`src/rtl/fetch_pc_gen_pkg.sv`:
```
// Shared types and constants for the fetch address generator.
package fetch_pc_gen_pkg;

    localparam int unsigned InstAddrBus        = 32;
    localparam int unsigned MaxInflightDefault = 8;
    localparam logic [InstAddrBus-1:0] FetchStep = 32'd4;

    typedef enum logic [1:0] {
        S_FLUSH = 2'd0,
        S_RUN   = 2'd1,
        S_HOLD  = 2'd2
    } state_e;

endpackage

```
`src/rtl/fetch_credit_cnt.sv`:
```
// Saturating up/down credit counter with synchronous clear.
module fetch_credit_cnt #(
    parameter int unsigned MAX = 8,
    parameter int unsigned W   = 4
) (
    input  logic         clk,
    input  logic         rst,
    input  logic         push_i,
    input  logic         pop_i,
    input  logic         clear_i,
    output logic [W-1:0] count_o,
    output logic         at_max_o
);

    localparam logic [W-1:0] MaxCnt = W'(MAX);

    logic [W-1:0] count_q, count_d;

    always_comb begin
        count_d = count_q;
        if (clear_i) begin
            count_d = '0;
        end else if (push_i && !pop_i && count_q != MaxCnt) begin
            count_d = count_q + W'(1);
        end else if (pop_i && !push_i && count_q != '0) begin
            count_d = count_q - W'(1);
        end
    end

    always_ff @(posedge clk) begin
        if (rst) begin
            count_q <= '0;
        end else begin
            count_q <= count_d;
        end
    end

    assign count_o  = count_q;
    assign at_max_o = (count_q >= MaxCnt);

endmodule

```
`src/rtl/fetch_pc_gen.sv`:
```
// Sequential fetch address generator feeding the address FIFO, with jump
// redirect/flush and a credit cap on addresses not yet consumed by decode.
module fetch_pc_gen
    import fetch_pc_gen_pkg::*;
#(
    parameter logic [InstAddrBus-1:0] RESET_PC     = 32'h0000_0000,
    parameter int unsigned            MAX_INFLIGHT = MaxInflightDefault,
    parameter int unsigned            CNT_W        = 4
) (
    input  logic                   clk,
    input  logic                   rst,
    input  logic                   jtag_reset_flag_i,
    input  logic                   jump_flag_i,
    input  logic [InstAddrBus-1:0] jump_addr_i,
    input  logic                   hold_flag_i,
    input  logic                   inst_pop_i,
    input  logic                   addr_fifo_full,
    output logic [InstAddrBus-1:0] addr_fifo_w,
    output logic                   addr_fifo_wen,
    output logic                   addr_fifo_rstn,
    output logic [InstAddrBus-1:0] pc_o,
    output logic [CNT_W-1:0]       inflight_o
);

    state_e                 state_q, state_d;
    logic [InstAddrBus-1:0] pc_q, pc_d;
    logic                   rst_any;
    logic                   push;
    logic                   pop_eff;
    logic                   at_max;

    assign rst_any = rst | jtag_reset_flag_i;

    assign push = ~rst_any & (state_q == S_RUN) & ~hold_flag_i & ~addr_fifo_full &
                  ~at_max & ~jump_flag_i;

    // Pops seen while flushing belong to the discarded stream.
    assign pop_eff = inst_pop_i & (state_q != S_FLUSH);

    always_comb begin
        state_d = state_q;
        pc_d    = pc_q;
        if (jump_flag_i) begin
            state_d = S_FLUSH;
            pc_d    = {jump_addr_i[InstAddrBus-1:2], 2'b00};
        end else begin
            unique case (state_q)
                S_FLUSH: state_d = S_RUN;
                S_RUN:   if (hold_flag_i) state_d = S_HOLD;
                S_HOLD:  if (!hold_flag_i) state_d = S_RUN;
                default: state_d = S_FLUSH;
            endcase
            if (push) begin
                pc_d = pc_q + FetchStep;
            end
        end
    end

    always_ff @(posedge clk) begin
        if (rst_any) begin
            state_q <= S_FLUSH;
            pc_q    <= RESET_PC;
        end else begin
            state_q <= state_d;
            pc_q    <= pc_d;
        end
    end

    fetch_credit_cnt #(
        .MAX (MAX_INFLIGHT),
        .W   (CNT_W)
    ) u_credit (
        .clk      (clk),
        .rst      (rst_any),
        .push_i   (push),
        .pop_i    (pop_eff),
        .clear_i  (jump_flag_i),
        .count_o  (inflight_o),
        .at_max_o (at_max)
    );

    assign addr_fifo_w    = pc_q;
    assign addr_fifo_wen  = push;
    assign addr_fifo_rstn = ~rst_any & (state_q != S_FLUSH);
    assign pc_o           = pc_q;

endmodule
```
`config.mk`:
```
export PLATFORM = sky130hd
export DESIGN_NAME = fetch_pc_gen
export DESIGN_NICKNAME = d
export VERILOG_FILES = /design/src/rtl/fetch_pc_gen_pkg.sv /design/src/rtl/fetch_credit_cnt.sv /design/src/rtl/fetch_pc_gen.sv
export SDC_FILE = /design/constraint.sdc
export NUM_CORES = 1
export LEC_CHECK = 0
export CAP_MARGIN = 10
export CORE_ASPECT_RATIO = 2
export CORE_MARGIN = 2
export CORE_UTILIZATION = 45
export DETAILED_ROUTE_END_ITERATION = 16
export HOLD_SLACK_MARGIN = 0.15
export PLACE_DENSITY = 0.87
export SLEW_MARGIN = 15
export SYNTH_ARGS = -nofsm -noshare
export SYNTH_HDL_FRONTEND = slang
export SYNTH_HIERARCHICAL = 1
export SYNTH_SLANG_ARGS = --single-unit
export TNS_END_PERCENT = 100
```
`constraint.sdc`:
```
create_clock -name clk -period 5 [get_ports clk]
set_input_delay 0.5 -clock clk [delete_from_list [all_inputs] [get_ports clk]]
set_output_delay 0.5 -clock clk [all_outputs]
set_load 0.01 [all_outputs]
```
# ---- Word-level counts from Yosys, hierarchy flattened
# Index checks and enable logic that the tools add are counted.
# Widths: inputs -> output; s select.
dict set report totals {
  word_cells 46
  ff_bits 38
  inputBits 39
  output_inout_bits 70
}
dict set report classes {
  add_sub_neg 3
  muxes 7
  n_eq_ne 5
  order_cmp 1
  bitwise 13
  reduce_logical 13
}
# op count
set ops {}
lappend ops {{$mux 32} 2}
lappend ops {{$add 32x3->32 const B} 1}
lappend ops {{$mux 4} 2}
lappend ops {{$and 1x1->1} 7}
lappend ops {{$pmux 2 s3} 1}
lappend ops {{$reduce_bool 2->1} 3}
lappend ops {{$not 1->1} 5}
lappend ops {{$add 4x1->4 const B} 1}
lappend ops {{$ge 4x4->1 const B} 1}
lappend ops {{$logic_and 1x1->1} 4}
lappend ops {{$mux 2} 2}
lappend ops {{$ne 2x2->1 const B} 2}
lappend ops {{$ne 4x4->1 const B} 1}
lappend ops {{$reduce_bool 4->1} 1}
lappend ops {{$sub 4x1->4 const B} 1}
lappend ops {{$eq 2x1->1 const B} 1}
lappend ops {{$eq 2x2->1 const B} 1}
lappend ops {{$logic_not 1->1} 2}
lappend ops {{$logic_not 2->1} 1}
lappend ops {{$reduce_and 2->1} 1}
lappend ops {{$reduce_or 2->1} 1}
lappend ops {{$or 1x1->1} 1}

# ---- Logic depth before layout (Yosys ltp)
# Gate-level depths: netlist of run 1.
dict set report depth {
  ltp_word 12
  mapped_depth 15
  mapped_depth_nobuf 14
}

# ---- Modules after synthesis
# The synthesis of run 1 kept the hierarchy.
# module cells_each area_per_inst_um2 n_inst
set modules_own_cells {}
lappend modules_own_cells {fetch_pc_gen 253 2025.7 1}
lappend modules_own_cells {fetch_credit_cnt 30 300.3 1}

# ---- Least setup slack after synthesis of run 1
# OpenSTA, ideal clock, no wires.
dict set report synth_timing {
  path_kind {reg-to-reg}
  start {register u_credit.count_q[3] (netlist: u_credit/count_o[3])}
  end {register u_credit.count_q[3] (netlist: u_credit/count_o[3])}
  path_slack_ps 1784
  stages_incl_launch_ff 16
  path_buffers 2
  t_required_ps 4884
  setup_time_ps 116
  t_arrival_ps 3100
  cell_sequence {dfxtp_1 -> dlygate4sd3_1 -> nor3b_4 -> and2_2 -> buf_6 -> nand2_1 -> inv_1 -> nand2b_1 -> a21oi_1 -> inv_1 -> ha_1 -> a21o_1 -> a21oi_1 -> xor2_1 -> a21oi_1 -> a31o_1}
}
dict set report synth_via {
  elab_chain_cells 8
  elab_cells_between_ends 16
}
# element line
set synth_rtl {}
lappend synth_rtl {{from (decl)} fetch_credit_cnt.sv:17} ;# logic [W-1:0] count_q, count_d;
lappend synth_rtl {{from (signal assigned)} fetch_credit_cnt.sv:34} ;# count_q <= count_d;
lappend synth_rtl {{$ge 4x4->1 *} fetch_credit_cnt.sv:39} ;# assign at_max_o = (count_q >= MaxCnt);
lappend synth_rtl {{via at_max} fetch_pc_gen.sv:30} ;# logic at_max;
lappend synth_rtl {{$not 1->1 *} fetch_pc_gen.sv:35} ;# ~at_max & ~jump_flag_i;
lappend synth_rtl {{$and 1x1->1 *} fetch_pc_gen.sv:34} ;# assign push = ~rst_any & (state_q == S_RUN) & ~hold_flag_i & ~addr_fifo_full &
lappend synth_rtl {{$and 1x1->1 *} fetch_pc_gen.sv:35}
lappend synth_rtl {{via addr_fifo_wen} fetch_pc_gen.sv:19} ;# output logic addr_fifo_wen,
lappend synth_rtl {{$logic_not 1->1} fetch_credit_cnt.sv:25} ;# end else if (pop_i && !push_i && count_q != '0) begin
lappend synth_rtl {{$logic_and 1x1->1 (2 in series)} fetch_credit_cnt.sv:25}
lappend synth_rtl {{$reduce_bool 2->1 (no line)} -}
# The timed path passes the listed nets; every way through them passes the cells marked *. The select of a mux whose other input is x is not followed.
# A chain may end at the register's enable or synchronous reset.

# ---- Worst setup path after layout of run 1
dict set report layout_timing {
  start {input jtag_reset_flag_i}
  end {register u_credit.count_q[3] (netlist: u_credit/count_o[3])}
}
dict set report layout_via {
  elab_chain_cells 11
  elab_cells_between_ends 15
}
# element line
set layout_rtl {}
lappend layout_rtl {{from (decl)} fetch_pc_gen.sv:12} ;# input logic jtag_reset_flag_i,
lappend layout_rtl {{$or 1x1->1 *} fetch_pc_gen.sv:32} ;# assign rst_any = rst | jtag_reset_flag_i;
lappend layout_rtl {{via rst_any} fetch_pc_gen.sv:27} ;# logic rst_any;
lappend layout_rtl {{$not 1->1} fetch_pc_gen.sv:34}
lappend layout_rtl {{$and 1x1->1 (4 in series)} fetch_pc_gen.sv:34}
lappend layout_rtl {{$and 1x1->1} fetch_pc_gen.sv:35}
lappend layout_rtl {{$logic_not 1->1} fetch_credit_cnt.sv:25}
lappend layout_rtl {{$logic_and 1x1->1 (2 in series)} fetch_credit_cnt.sv:25}
lappend layout_rtl {{$reduce_bool 2->1 (no line)} -}
# The timed path passes the listed nets; every way through them passes the cells marked *.

==> results of run 1 <==
==> cells by family after synthesis <==
family | after synthesis | synth area share
buffers and inverters | 50 | 0.1425
DFF | 36 | 0.3098
adders and majority gates | 4 | 0.02475
xor gates and xnor gates | 34 | 0.1280
other | 1 | 0.001612
and+or+nand+nor | 91 | 0.2265
AOI/OAI and AO/OA | 66 | 0.1625
muxes | 1 | 0.004304
==> final cells by class <==
class | instances | area, µm² | area share
inverter | 5 | 18.77 | 0.005846
timing repair buffer | 104 | 1036 | 0.3227
sequential | 36 | 720.7 | 0.2245
clock buffer | 6 | 72.57 | 0.02260
tap | 58 | 72.57 | 0.02260
multi-input combinational | 200 | 1285 | 0.4002
clock inverter | 1 | 5.005 | 0.001559
==> worst max-delay path, cell delays in order <==
cell and delay, ps:
sky130_fd_sc_hd__clkdlybuf4s50_1 390, sky130_fd_sc_hd__nor2_1 100, sky130_fd_sc_hd__buf_4 240, sky130_fd_sc_hd__clkinv_1 400
sky130_fd_sc_hd__nor2_1 300, sky130_fd_sc_hd__nand2_1 170, sky130_fd_sc_hd__inv_1 140, sky130_fd_sc_hd__nand2b_1 60
sky130_fd_sc_hd__a21oi_1 180, sky130_fd_sc_hd__inv_1 120, sky130_fd_sc_hd__ha_1 280, sky130_fd_sc_hd__a21o_1 170
sky130_fd_sc_hd__a21oi_1 160, sky130_fd_sc_hd__xor2_1 210, sky130_fd_sc_hd__a21oi_1 90, sky130_fd_sc_hd__a31o_1 190
==> flip-flops by register name, indices dropped and copies added, names as in the netlist <==
name	count
addr_fifo_w	30
u_credit/count_o	4
state_q	2
==> placed cells by master, fill, tap and decap left out, drive strengths merged, types with 6 or more instances in the layout <==
cell           synthesis  final
a21oi                 31     31
o21ai                 23     23
and3                   9      9
clkbuf                 7      6
nor2                  12     12
nor3                  12     12
and4                   7      7
xnor2                 16     16
nand2                 19     19
nand3                  9      9
nand4                 12     12
xor2                  18     18
dfxtp                 36     36
clkdlybuf4s50          0    102
==> layer usage <==
metal	global-route usage	up-vias	wire (µm)
li1	-	1101	-
met5	0	-	0
met3	0.04958	14	532
met2	0.3435	96	2873
met1	0.2417	1006	2159
met4	0.08571	0	129
==> through the flow <==
stage | utilization | power (W)
2_1_floorplan | - | 0.0003772
6_report | 0.6363 | 0.0006254
4_1_cts | 0.6363 | 0.0006298
3_3_place_gp | 0.6209 | 0.0004368
5_1_grt | 0.6363 | 0.0006497
3_5_place_dp | 0.6209 | 0.0004399
==> worst min-delay path by stage <==
stage                                   end                    startpoint  slack, ps
2_1_floorplan   addr_fifo_w[3]$_SDFFE_PP0P_   addr_fifo_w[3]$_SDFFE_PP0P_        550
3_5_place_dp   addr_fifo_w[24]$_SDFFE_PP0P_  addr_fifo_w[24]$_SDFFE_PP0P_        560
4_1_cts        addr_fifo_w[24]$_SDFFE_PP0P_  addr_fifo_w[24]$_SDFFE_PP0P_        560
3_3_place_gp   addr_fifo_w[24]$_SDFFE_PP0P_  addr_fifo_w[24]$_SDFFE_PP0P_        540
6_report       addr_fifo_w[24]$_SDFFE_PP0P_  addr_fifo_w[24]$_SDFFE_PP0P_        570
5_1_grt        addr_fifo_w[24]$_SDFFE_PP0P_  addr_fifo_w[24]$_SDFFE_PP0P_        600
==> where the power goes <==
part	internal, W	switching [W]	total, W
Clock	0.0000946	0.0000973	0.000192
Combinational	0.0000722	0.0000475	0.000120
Sequential	0.000297	0.0000163	0.000314
==> out/qor.json, run 1 <==
{
  "status": "complete, no violations",
  "synth_cells": 283,
  "synthMostInstantiatedCell": "sky130_fd_sc_hd__dfxtp_1",
  "combined_area_of_all_synthesized_cells_um2": 2326,
  "dominantRegCellSynth": "sky130_fd_sc_hd__dfxtp_1",
  "depth_of_the_worst_register_to_register_path": 13,
  "postLayoutCellArea_um2": 3211,
  "vias": 2217,
  "worst_setup_path_end_kind": "flip-flop",
  "final.setup.tns_ps": 0,
  "core_region_area_um2": 5046,
  "synth_top_cells_by_count": "sky130_fd_sc_hd__dfxtp_1, sky130_fd_sc_hd__buf_4, sky130_fd_sc_hd__a21oi_1",
  "dp.final_hpwl_um": 4361,
  "yosysWarningCount": 6,
  "worst_r2r_startpoint": "state_q[0]$_SDFFE_PP0P_",
  "timing.reg2reg.setup_slack_ps": 2140,
  "synth_top_area_cell": "sky130_fd_sc_hd__dfxtp_1",
  "initial_core_util": 0.4609,
  "worstPathArrival_ps": 3710,
  "cts-buffers-inserted": 5,
  "gpl.final_weighted_congestion": 0.8398,
  "finClkSkew_ps": 2.038,
  "post_drt_via_cell_ratio": 5.407,
  "worstSetupPathType": "input port to flip-flop",
  "grt_start_max_net_pins": 56,
  "postCtsSetupRepairBufs": 0,
  "antenna_found_initial": 0,
  "antennaDiodeCount": 0,
  "floorplan.io_pins": 109,
  "grt-ovfl-total": 0,
  "asyncSetResetFlopFracSynth": 0,
  "drt-total-wl_um": 5695,
  "clockRootBuffer": "sky130_fd_sc_hd__clkbuf_8",
  "num-fill-cells": 437,
  "cts_h_tree_depth": 2,
  "r2r-end": "u_credit/count_o[3]$_SDFFE_PP0P_",
  "p_leak_nw": 1.098,
  "timing.critical_path.fanout_max": 24,
  "peakVddDrop_v": 0.0001796,
  "clkSinkCount": 36,
  "setup_viol_count_final": 0,
  "cap_viol_max_count": 0,
  "endpoint_of_the_most_critical_setup_path": "u_credit/count_o[3]$_SDFFE_PP0P_",
  "finalCriticalPeriod_ps": 3529,
  "final-instance-count-excl-fill": 410,
  "critPathLaunch": "jtag_reset_flag_i",
  "synth_edf_count": 0,
  "ant_nets": 0,
  "vias_in_the_first_global_route": 2209,
  "period_utilisation_layout": 0.7059,
  "final_max_slew_viol_count": 0,
  "design.final.nets": 395,
  "placement_rows": 37,
  "dpl_cell_area_um2": 3133,
  "cell_pwr_density_nw_per_um2": 194.8,
  "post-synth-top-area-fraction": 0.3098,
  "grt_first_pass_wirelength_um": 9273,
  "route.detailed.drc": 0,
  "hold_path_class": "flip-flop to flip-flop",
  "dieArea_um2": 5795,
  "final.setup.worst_slack_ps": 1471,
  "synth-seq-area-share": 0.3098,
  "first_pass_iters": 4,
  "drt-wirelength-per-cell_um": 13.89,
  "tightest_slew_ps": 499.4,
  "required_ps": 5180,
  "die_y_um": 105.7,
  "tritoncts": "done",
  "die_width_um": 54.84,
  "hold_viol_final": 0,
  "post_synth.cell_area_avg_um2": 8.219,
  "maxSlewHeadroom": 0.6640,
  "launching_element_type_of_the_critical_path": "input port",
  "cts_resized": 0,
  "placement.io_buffers": 102,
  "fmaxAchievable_mhz": 283.3,
  "post_placement_cell_count": 403,
  "clk_transition_reported_paths_ps": 70,
  "holdWs_ps": 567.1,
  "globalRouteTotalUtil": 0.2075,
  "final_layout_size_suffix_gt1_frac": 0.05682,
  "clk_path_buf_depth": 2,
  "ys_types": 49,
  "synth.ff_latch_count": 36,
  "rsz_0062_raised_after_global_routing": "false",
  "flow.area_growth_from_synthesis_pct": 38.03,
  "cts_hold_buf": 0,
  "worstSkewPairLatency_ps": 280,
  "netlist_top_cells_area": "sky130_fd_sc_hd__dfxtp_1, sky130_fd_sc_hd__buf_4, sky130_fd_sc_hd__xor2_1",
  "dp_slack_ps": 1196,
  "worstHoldPathCells": 2,
  "first_iter_violations": 19
}
Power figures use the tool's default switching activity.
==> run 2, diff against run 1 <==
- CORE_UTILIZATION: 45 -> 38
- PLACE_DENSITY: 0.87 -> 0.78
- clock period: 5 -> 3.2 ns (I/O delays scaled with it)
==> run 2 against run 1 <==
Effect of this change: critical path depth fell by 2; sequential power rose by 57%; non-clock buffer count rose by 5; design area up 4.2%; sequential share of layout area fell by 0.90 points; largest cell class unchanged; final cell count rose by 2.7%; register-to-register slack lost 1600 ps; critical endpoint unchanged; sequential cell count unchanged; routed wire length up 15%.
==> out/qor.json, run 2 (synthesized netlist as in run 1, its figures left out) <==
{
  "p_int_w": 0.0009461,
  "final_max_slew_viol_count": 0,
  "critical-path-top-cell-by-count": "sky130_fd_sc_hd__a21oi_1",
  "required_ps": 3370,
  "grt_start_max_net_pins": 24,
  "timing.critical_path.fanout_max": 6,
  "placement.io_buffers": 102,
  "hold_path_class": "flip-flop to flip-flop",
  "critical_path.max_stage_delay_ps": 450,
  "launching_element_type_of_the_critical_path": "input port",
  "postCtsSetupRepairBufs": 0,
  "worstPathArrival_ps": 2960,
  "worstHoldPathCells": 2,
  "ant_nets": 0,
  "depth_of_the_worst_register_to_register_path": 13,
  "core_region_area_um2": 5956,
  "power_frac_comb": 0.154,
  "pwr-share-seq": 0.398,
  "p_sw_frac": 0.2363,
  "dp.final_hpwl_um": 5106,
  "hold_viol_final": 0,
  "grt-ovfl-total": 0,
  "cts_resized": 0,
  "drt-wirelength-per-cell_um": 15.60,
  "cell_pwr_density_nw_per_um2": 370.4,
  "globalRouteTotalUtil": 0.1999,
  "vias_in_the_first_global_route": 2255,
  "antenna_found_initial": 0,
  "timing.critical_path.slowest_stage_cell": "sky130_fd_sc_hd__clkdlybuf4s50_1",
  "maxSlewHeadroom": 0.6693,
  "crit_path_buffers_inverters": 3,
  "die_y_um": 114.6,
  "fmaxAchievable_mhz": 358.6,
  "postLayoutCellArea_um2": 3344,
  "floorplan.io_pins": 109,
  "gpl.final_weighted_congestion": 0.8208,
  "grt_first_pass_wirelength_um": 10500,
  "route.detailed.drc": 0,
  "cap_viol_max_count": 0,
  "status": "complete, no violations",
  "vias": 2263,
  "cts_hold_buf": 0,
  "worst_setup_path_end_kind": "flip-flop",
  "rsz_0062_raised_after_global_routing": "false",
  "design.final.nets": 400,
  "worstSkewPairLatency_ps": 280,
  "clk_transition_reported_paths_ps": 60,
  "peakVddDrop_v": 0.0003014,
  "r2r-end": "u_credit/count_o[3]$_SDFFE_PP0P_",
  "worstSetupPathType": "input port to flip-flop",
  "flow.area_growth_from_synthesis_pct": 43.79,
  "clk_path_buf_depth": 2,
  "p_leak_nw": 1.157,
  "finalCriticalPeriod_ps": 2788,
  "path_delay_family": "compound AO/OA/AOI/OAI gates",
  "post_drt_via_cell_ratio": 5.375,
  "commonest_non_fill_non_tap_cell_in_the_layout": "sky130_fd_sc_hd__clkdlybuf4s50_1",
  "largest_register_ff_count": 30,
  "final.setup.tns_ps": 0,
  "setup_viol_count_final": 0,
  "finClkSkew_ps": 3.731,
  "timing.reg2reg.setup_slack_ps": 510,
  "clockRootBuffer": "sky130_fd_sc_hd__clkbuf_16",
  "clkPwrFrac": 0.448,
  "placement_rows": 40,
  "worstHoldEndpoint": "addr_fifo_w[24]$_SDFFE_PP0P_",
  "drt-total-wl_um": 6566,
  "tightest_slew_ps": 491.6,
  "first_pass_iters": 4,
  "tritoncts": "done",
  "antennaDiodeCount": 0,
  "most-common-layout-cells": "sky130_fd_sc_hd__clkdlybuf4s50_1, sky130_fd_sc_hd__dfxtp_1, sky130_fd_sc_hd__a21oi_1, sky130_fd_sc_hd__o21ai_0, sky130_fd_sc_hd__nand2_1",
  "first_iter_violations": 56,
  "initial_core_util": 0.3905,
  "crit_path_cell_trace": "clkdlybuf4s50_1, nor3b_4, and2_2, nand2_1, inv_2, nand2b_1, a21oi_1, inv_1, ha_1, a21o_1, a21oi_1, xor2_1, a21oi_1, a31o_1",
  "dieArea_um2": 6800,
  "cts-buffers-inserted": 5,
  "clkSinkCount": 36,
  "dpl_cell_area_um2": 3177,
  "cts_h_tree_depth": 2,
  "worst_r2r_startpoint": "state_q[0]$_SDFFE_PP0P_",
  "worstHoldStart": "addr_fifo_w[24]$_SDFFE_PP0P_",
  "num-fill-cells": 550,
  "netSwitchingPower_w": 0.0002927,
  "period_utilisation_layout": 0.8713,
  "final_layout_size_suffix_gt1_frac": 0.07821,
  "die_width_um": 59.32
}
run 2: metrics by stage:
step,utilization,hold slack [ps],power [W],setup WS (ps),cells
6_report,0.5616,577.0,0.001239,411.7,421
4_1_cts,0.5616,576.5,0.001247,416.2,421
3_5_place_dp,0.5334,572.2,0.0006928,136.8,413
2_1_floorplan,-,388.9,0.0005894,23.39,286
3_3_place_gp,0.5334,547.0,0.0006895,199.3,413
5_1_grt,0.5616,610.3,0.001282,136.3,421
run 2: worst max-delay path by stage:
stage | cells after the start | to | startpoint | slack (ps)
after floorplan | 15 | u_credit/count_o[3]$_SDFFE_PP0P_ | u_credit/count_o[3]$_SDFFE_PP0P_ | 20
after global routing | 14 | u_credit/count_o[3]$_SDFFE_PP0P_ | addr_fifo_full | 140
after global placement | 14 | u_credit/count_o[3]$_SDFFE_PP0P_ | addr_fifo_full | 200
final | 14 | u_credit/count_o[3]$_SDFFE_PP0P_ | addr_fifo_full | 410
after detailed placement | 14 | u_credit/count_o[3]$_SDFFE_PP0P_ | addr_fifo_full | 140
after CTS | 14 | u_credit/count_o[3]$_SDFFE_PP0P_ | addr_fifo_full | 420
run 2: metal layers:
metal	part of all wire	GRT usage	wire, µm	vias up
met4	0.027	0.09545	180	0
met2	0.58	0.3868	3826	78
met5	0	0	0	-
met3	0.035	0.02260	233	16
li1	-	-	-	1117
met1	0.35	0.1960	2325	1052
run 2: cell type report:
class,count,area [µm²],share of cell area
clock buffer,5,125.1,0.03741
tap,63,78.83,0.02357
timing repair buffer,109,1074,0.3210
multi-input combinational,200,1285,0.3842
sequential,36,720.7,0.2155
clock inverter,3,42.54,0.01272
inverter,5,18.77,0.005612
run 2: worst register-to-register path: stages, from the launching register on:
cell	delay [ps]
sky130_fd_sc_hd__dfxtp_1	390
sky130_fd_sc_hd__nor3b_4	310
sky130_fd_sc_hd__and2_2	210
sky130_fd_sc_hd__nand2_1	80
sky130_fd_sc_hd__inv_2	80
sky130_fd_sc_hd__nand2b_1	60
sky130_fd_sc_hd__a21oi_1	180
sky130_fd_sc_hd__inv_1	120
sky130_fd_sc_hd__ha_1	290
sky130_fd_sc_hd__a21o_1	180
sky130_fd_sc_hd__a21oi_1	160
sky130_fd_sc_hd__xor2_1	220
sky130_fd_sc_hd__a21oi_1	100
sky130_fd_sc_hd__a31o_1	190
run 2: power by group through the flow:
stage          combinational (W)  clock (W)  sequential, W
2_1_floorplan          0.0000870          0       0.000502
3_3_place_gp            0.000189          0       0.000501
3_5_place_dp            0.000191          0       0.000502
4_1_cts                 0.000192   0.000563       0.000492
5_1_grt                 0.000206   0.000580       0.000496
6_report                0.000191   0.000555       0.000492
==> run 3, diff against run 2 <==
- CTS_CLUSTER_SIZE: not set -> 24
==> results of run 3 <==
No change in the layout: final DEF, timing and power equal those of run 2.
